File: config.mk
export PLATFORM = sky130hd
export DESIGN_NAME = input_block_flat
export DESIGN_NICKNAME = d
export VERILOG_FILES = /design/src/rtl/input_block_if.sv /design/src/rtl/input_block.sv /design/src/flat_wrapper.sv
export SDC_FILE = /design/constraint.sdc
export NUM_CORES = 1
export LEC_CHECK = 0
export BUFFER_PORTS_ARGS = -buffer_cell sky130_fd_sc_hd__buf_2
export CELL_PAD_IN_SITES_DETAIL_PLACEMENT = 0
export CELL_PAD_IN_SITES_GLOBAL_PLACEMENT = 1
export CORE_MARGIN = 1.5
export CORE_UTILIZATION = 43
export DETAILED_ROUTE_END_ITERATION = 16
export PLACE_DENSITY = 0.75
export SLEW_MARGIN = 20
export SYNTH_ARGS = -nofsm -noshare
export SYNTH_HDL_FRONTEND = slang
export SYNTH_SLANG_ARGS = --single-unit
export TNS_END_PERCENT = 30
File: constraint.sdc
create_clock -name clk -period 1.95 [get_ports clk]
set_input_delay 0.2925 -clock clk [delete_from_list [all_inputs] [get_ports clk]]
set_output_delay 0.2925 -clock clk [all_outputs]
set_load 0.02 [all_outputs]
File: src/rtl/input_block_if.sv
// ---------------------------------------------------------------------------
// input_block_if : bundle of channel-side bit lanes and symbol-side outputs
//                  for input_block.
//   in0, in1   : lane bits, sampled when validIn=1
//   validIn    : beat qualifier
//   out        : reassembled 4-bit symbol
//   mode       : 0 = data symbol, 1 = termination symbol (qualified by validOut)
//   validOut   : one-cycle pulse per symbol
//   frameDone  : one-cycle pulse with the last tail symbol
//   frameErr   : sticky starvation flag (only with INPUT_BLOCK_FRAME_ERR_EN)
// Modports: master = channel/consumer side, slave = input_block.
// ---------------------------------------------------------------------------
interface input_block_if;
    logic       in0;
    logic       in1;
    logic       validIn;
    logic [3:0] out;
    logic       mode;
    logic       validOut;
    logic       frameDone;
`ifdef INPUT_BLOCK_FRAME_ERR_EN
    logic       frameErr;

    modport master (output in0, in1, validIn,
                    input  out, mode, validOut, frameDone, frameErr);
    modport slave  (input  in0, in1, validIn,
                    output out, mode, validOut, frameDone, frameErr);
`else
    modport master (output in0, in1, validIn,
                    input  out, mode, validOut, frameDone);
    modport slave  (input  in0, in1, validIn,
                    output out, mode, validOut, frameDone);
`endif
endinterface

File: src/rtl/input_block.sv
// ---------------------------------------------------------------------------
// input_block : reassembles 4-bit symbols from two serial bit lanes and
//               tracks frame position (FRAME_LEN data + TAIL_LEN tail symbols).
// Ports:
//   clk    : rising-edge clock
//   reset  : asynchronous active-low reset
//   bus    : input_block_if.slave (in0/in1/validIn in; out/mode/validOut/
//            frameDone out, plus frameErr when enabled)
// Optional feature macro: INPUT_BLOCK_FRAME_ERR_EN (starvation watchdog,
//   adds sticky frameErr).
// ---------------------------------------------------------------------------
module input_block #(
    parameter int FRAME_LEN = 4096,
    parameter int TAIL_LEN  = 3,
    parameter int CNT_W     = 13
) (
    input  logic          clk,
    input  logic          reset,
    input_block_if.slave  bus
);

    typedef enum logic {DATA, TAIL} state_t;

    localparam logic [CNT_W-1:0] DATA_LAST = CNT_W'(FRAME_LEN - 1);
    localparam logic [CNT_W-1:0] TAIL_LAST = CNT_W'(TAIL_LEN - 1);

    state_t           state;
    logic             phase;      // 0: next beat is the low pair, 1: high pair
    logic [1:0]       lo;
    logic [CNT_W-1:0] cnt;
    logic [3:0]       out_q;
    logic             mode_q;
    logic             valid_q;
    logic             done_q;

    always_ff @(posedge clk or negedge reset) begin
        if (!reset) begin
            state   <= DATA;
            phase   <= 1'b0;
            lo      <= '0;
            cnt     <= '0;
            out_q   <= '0;
            mode_q  <= 1'b0;
            valid_q <= 1'b0;
            done_q  <= 1'b0;
        end else begin
            valid_q <= 1'b0;
            done_q  <= 1'b0;
            if (bus.validIn) begin
                if (!phase) begin
                    lo    <= {bus.in1, bus.in0};
                    phase <= 1'b1;
                end else begin
                    phase   <= 1'b0;
                    out_q   <= {bus.in1, bus.in0, lo};
                    valid_q <= 1'b1;
                    case (state)
                        DATA: begin
                            mode_q <= 1'b0;
                            if (cnt == DATA_LAST) begin
                                cnt   <= '0;
                                state <= TAIL;
                            end else begin
                                cnt <= cnt + CNT_W'(1);
                            end
                        end
                        TAIL: begin
                            mode_q <= 1'b1;
                            if (cnt == TAIL_LAST) begin
                                cnt    <= '0;
                                state  <= DATA;
                                done_q <= 1'b1;
                            end else begin
                                cnt <= cnt + CNT_W'(1);
                            end
                        end
                        default: begin
                            state <= DATA;
                        end
                    endcase
                end
            end
        end
    end

    assign bus.out       = out_q;
    assign bus.mode      = mode_q;
    assign bus.validOut  = valid_q;
    assign bus.frameDone = done_q;

`ifdef INPUT_BLOCK_FRAME_ERR_EN
    localparam int             GAP_W     = CNT_W + 2;
    localparam logic [GAP_W-1:0] GAP_LIMIT = GAP_W'(2 * FRAME_LEN + 2 * TAIL_LEN);

    logic [GAP_W-1:0] gap_cnt;
    logic             frame_err;

    // The frame is judged on the edge after frameDone; a gap on that same
    // edge already belongs to the next frame.
    always_ff @(posedge clk or negedge reset) begin
        if (!reset) begin
            gap_cnt   <= '0;
            frame_err <= 1'b0;
        end else if (done_q) begin
            if (gap_cnt > GAP_LIMIT) begin
                frame_err <= 1'b1;
            end
            gap_cnt <= bus.validIn ? '0 : GAP_W'(1);
        end else if (!bus.validIn && (gap_cnt != '1)) begin
            gap_cnt <= gap_cnt + GAP_W'(1);
        end
    end

    assign bus.frameErr = frame_err;
`endif

endmodule

File: src/flat_wrapper.sv
// flat-port wrapper written by rule: the top's interface ports become plain ports
module input_block_flat 
#(
    parameter int FRAME_LEN = 4096,
    parameter int TAIL_LEN  = 3,
    parameter int CNT_W     = 13
)
  (clk, reset, bus_in0, bus_in1, bus_validIn, bus_out, bus_mode, bus_validOut, bus_frameDone);
  input_block_if bus_i ();
  input  logic clk;
  input  logic reset;
  input wire logic [$bits(bus_i.in0)-1:0] bus_in0;
  input wire logic [$bits(bus_i.in1)-1:0] bus_in1;
  input wire logic [$bits(bus_i.validIn)-1:0] bus_validIn;
  output wire logic [$bits(bus_i.out)-1:0] bus_out;
  output wire logic [$bits(bus_i.mode)-1:0] bus_mode;
  output wire logic [$bits(bus_i.validOut)-1:0] bus_validOut;
  output wire logic [$bits(bus_i.frameDone)-1:0] bus_frameDone;
  assign bus_i.in0 = bus_in0;
  assign bus_i.in1 = bus_in1;
  assign bus_i.validIn = bus_validIn;
  assign bus_out = bus_i.out;
  assign bus_mode = bus_i.mode;
  assign bus_validOut = bus_i.validOut;
  assign bus_frameDone = bus_i.frameDone;
  input_block #(.FRAME_LEN(FRAME_LEN), .TAIL_LEN(TAIL_LEN), .CNT_W(CNT_W)) u_core (.clk(clk), .reset(reset), .bus(bus_i));
endmodule
After elaboration in Yosys (flattened, before gate mapping)
Index checks and enable logic that the tools add are counted.

Register bits: 24. Latch bits: 0. RAM bits: 0. Bits in read-only memories: 0. Input port bits: 5. Output and inout port bits: 7. Logic and storage cells: 29. Memories kept: 0.

Add/subtract/negate cells: 1. Multipliers: 0. Div/mod/pow operators: 0. $lt $le $gt $ge: 0. Equality and inequality tests: 2. Shifts and indexed selects: 0. Mux-type cells: 14. Bitwise gates (word level): 2. Reduce and logical (&&, ||, !) cells: 2.

Operators with widths (count): 13-bit 2-to-1 mux (2); 13-bit case mux with 2 select lines (1); 13-bit by 1-bit adder with 13-bit output (second input constant) (1); 13-bit by 12-bit equality test with 1-bit output (second input constant) (1); 13-bit by 2-bit equality test with 1-bit output (second input constant) (1); 1-bit 2-to-1 mux (9); 1-bit case mux with 2 select lines (2); 2-bit AND reduction (2); 1-bit inverter (2).

Logic depth before layout (Yosys ltp)
Depth after elaboration: 5. Mapped depth: 6. Depth with buffers taken out: 6.

Worst setup path after synthesis
Ideal clock, no wire load.

Kind: reg2reg. Start: register u_core.cnt[1]. End: register u_core.cnt[11]. Arrival: 1418 ps. Data required time: 1813 ps. Slack: 395 ps. Cell stages (with the launch flop): 6. Period minus slack after synthesis: 1555 ps. Cell sequence: dfrtp_1 ha_1 nand3_1 or3_4 o31ai_4 a21oi_1.

Word-level cells in the longest chain between the ends: 3.

Ends and longest elaborated chain: from (decl) (line input_block.sv:30) `logic [CNT_W-1:0] cnt;`; from (signal assigned) (line input_block.sv:64) `cnt <= cnt + CNT_W'(1);`; from (signal assigned) (line input_block.sv:74) `cnt <= cnt + CNT_W'(1);`; 13-bit by 1-bit adder with 13-bit output, or another cell as far along (line input_block.sv:64, input_block.sv:74); 13-bit 2-to-1 mux, on equally long branches (line input_block.sv:69, input_block.sv:60); 13-bit case mux with 2 select lines (*) (line input_block.sv:57) `case (state)`.

Every way passes the cells marked *; elsewhere a longest branch is shown, timed or not. A chain may end at the register's enable or synchronous reset.

Worst setup path in the final report
Start: register u_core.cnt[1]. End: register u_core.cnt[9].

Same word-level chain as after synthesis.

==> results.toml <==
[synthesis]
ys_seq_elements = 24
yosys.area.top_type = "dfrtp_1"
synth_area_leaders = "dfrtp_1 (55%), nand2_1 (8.3%), xnor2_1 (6.4%)"
netlist-cell-type-count = 23
postSynthCellCount = 107
yosysSeqAreaShare = 0.5517
yosys_warnings = 0
syn-cell-area_mm2 = 0.001089
synth_nets = 114
avgSynthCellArea_um2 = 10.17
ys.flop_type = "dfrtp_1"
ys_async_sr_fraction = 1.000
synth-edff-count = 0
synth_top_area_frac = 0.5517

[min_path]
min_path_type = "primary input to flop"
hold-path-cell-count = 3

[die]
die_x_um = 53.32
ios = 12
start_util = 0.4475
rows = 18
die_height_um = 53.32
die_area_mm2 = 0.002842
coreArea_mm2 = 0.002432

[timing]
hold_violations = 0
setup_tns_ps = 0
tightest_slew_ps = 544.3
period_needed_ps = 1842
slew_violations = 0
relSlewSlack = 0.6371
rsz0062_at_grt = "no"
clock_skew_ps = 3.028
period_share = 0.9447
final-setup-viol-count = 0
fmax_mhz = 542.9

[clocking]
cts.sinks = 24
cts_root_buf = "clkbuf_4"
cts_max_level = 1
cts_tree = "built"
cts_buffers = 3
clk_latency_ps = 310
cts.clk_slew.worst_paths_ps = 130
cts.repair.resized = 0
clk_path_buf_depth = 2

[route]
via_count = 801
wl_per_cell_um = 14.75
ant_nets = 0
drt_iter0_drc = 21
firstDrtPassIters = 4
routed_wl_um = 2242
drc = 0
via_per_inst = 5.270

[setup_path]
startpoint_type = "flop"
worst-setup-path-type = "flop to flop"
critPathCaptureType = "flop"
critical_path.max_stage_delay_ps = 450
reg2reg_depth = 5
required_ps = 2140
slowest_stage = "dfrtp_1"
ff2ff_setup_slack_ps = 110
path_cells = "ha_1, nand3_1, or3_4, o31ai_4, a21oi_1"
cp_max_fo = 9
arrival_ps = 2030

[global_route]
track_usage = 0.1733
grt_util_met3 = 0.02542
grt_pass1_wl_um = 3456
gr-total-overflow = 0
antenna_found_initial = 0
busiest_layer = "met2"
grt_max_degree = 25
grtUsageMet2 = 0.2860
grt_use_met1 = 0.2214
grt_pass1_vias = 717

[final_layout]
area_delta_synth_final_pct = 12.18
utilization = 0.5021
fin_nets = 131
stdcell_area_mm2 = 0.001221
drive_gt1_frac = 0.1803
fill_cells = 234
diodes = 0

[status]
status = "complete, no violations"

[pwr]
power_density_mw_per_mm2 = 1160
leakage_nw = 0.5679
peakVddDrop_v = 0.0008408

[placed_design]
routabilityCongestion = 0.8021
portBuffers = 11
dpl-instance-area_mm2 = 0.001189
dpl.hpwl_um = 1523

[run]
cap_violations = 0
[cell usage in the layout (no fill, tap or decap), drive strengths merged]
master,count
nand3,6
nand2,24
xnor2,8
o31ai,2
o21ai,3
nor2b,1
or2,1
inv,3
nor2,5
nor3,4
dlygate4sd3,1
xor2,2
nor3b,1
a21oi,7
nor4,4
nand4,4
dfrtp,24
buf,13
or3,1
clkbuf,3
nor4b,1
ha,2
mux2,2
[Yosys cell counts (2+ instances only)]
| cell type | number |
|---|---|
| a21oi_1 | 7 |
| clkbuf_1 | 2 |
| dfrtp_1 | 24 |
| ha_1 | 2 |
| inv_1 | 3 |
| mux2_2 | 2 |
| nand2_1 | 24 |
| nand3_1 | 6 |
| nand4_1 | 3 |
| nor2_1 | 5 |
| nor3_1 | 4 |
| nor4_1 | 4 |
| o21ai_1 | 3 |
| xnor2_1 | 8 |
| xor2_1 | 2 |
[final timing paths]
check / from / endpoint
min in group asynchronous: reset / u_core.cnt[9]$_DFFE_PN0P_
max reg2reg: u_core.cnt[1]$_DFFE_PN0P_ / u_core.cnt[9]$_DFFE_PN0P_
max in group asynchronous: reset / u_core.cnt[11]$_DFFE_PN0P_
min reg2reg: u_core.lo[0]$_DFFE_PN0P_ / u_core.bus.out[0]$_DFFE_PN0P_
min: bus_in0 / u_core.bus.out[2]$_DFFE_PN0P_
max: u_core.cnt[1]$_DFFE_PN0P_ / u_core.cnt[9]$_DFFE_PN0P_
[layer usage]
metal	up-vias	wire length [µm]
met5	-	0
met2	13	1086
met3	2	46
met1	392	1096
li1	394	-
met4	0	13
[critical path: cells and delay by family, from the launching register on]
kind | cells | cell delay, ps
DFF | 1 | 450
AOI/OAI and AO/OA | 2 | 560
adders and majority gates | 1 | 210
and+or+nand+nor | 2 | 510
[per-stage QoR]
step / setup WS, ps / hold slack (ps) / power, mW / std cells
CTS: 121.8 / 171.4 / 1.426 / 152
global route: 9.158 / 170.8 / 1.503 / 152
detailed placement: 153.2 / 308.1 / 1.206 / 148
global placement: 259.0 / 300.3 / 1.188 / 148
finish: 107.9 / 173.8 / 1.417 / 152
floorplan: 395.2 / -3.091 / 1.044 / 107
[cells by family (layout without fill, tap and decap cells)]
kind of cell | Yosys count | count (layout) | synth area share
buf+inv | 5 | 20 | 0.01724
xor+xnor | 10 | 10 | 0.08047
compound gates | 12 | 12 | 0.07241
flops | 24 | 24 | 0.5517
fa+ha+maj | 2 | 2 | 0.02298
mux | 2 | 2 | 0.02069
simple gates | 52 | 52 | 0.2345
[area by class of cell]
class	instances	area, µm²	share of cell area
inverter	3	11.26	0.009221
multi-input combinational	78	469.2	0.3842
timing repair buffer	14	80.08	0.06557
tap	30	37.54	0.03074
clock buffer	3	22.52	0.01844
sequential	24	600.6	0.4918
[power breakdown]
part	leakage (nW)	switching (mW)	internal, mW
registers	0.306	0.133	0.632
clock network	0.0138	0.147	0.0722
logic	0.248	0.261	0.172
[registers in the layout (all words and copies together), names as in the netlist]
register / flops
u_core.bus.frameDone: 1
u_core.bus.mode: 1
u_core.bus.out: 4
u_core.bus.validOut: 1
u_core.cnt: 13
u_core.lo: 2
u_core.phase: 1
u_core.state: 1
[what timing repair did]
item	CTS	global route
hold buffers	1	0
endpoints found under the hold margin	24	0
buffers inserted	0	0
Note: power is estimated with default switching activity, not from simulation.
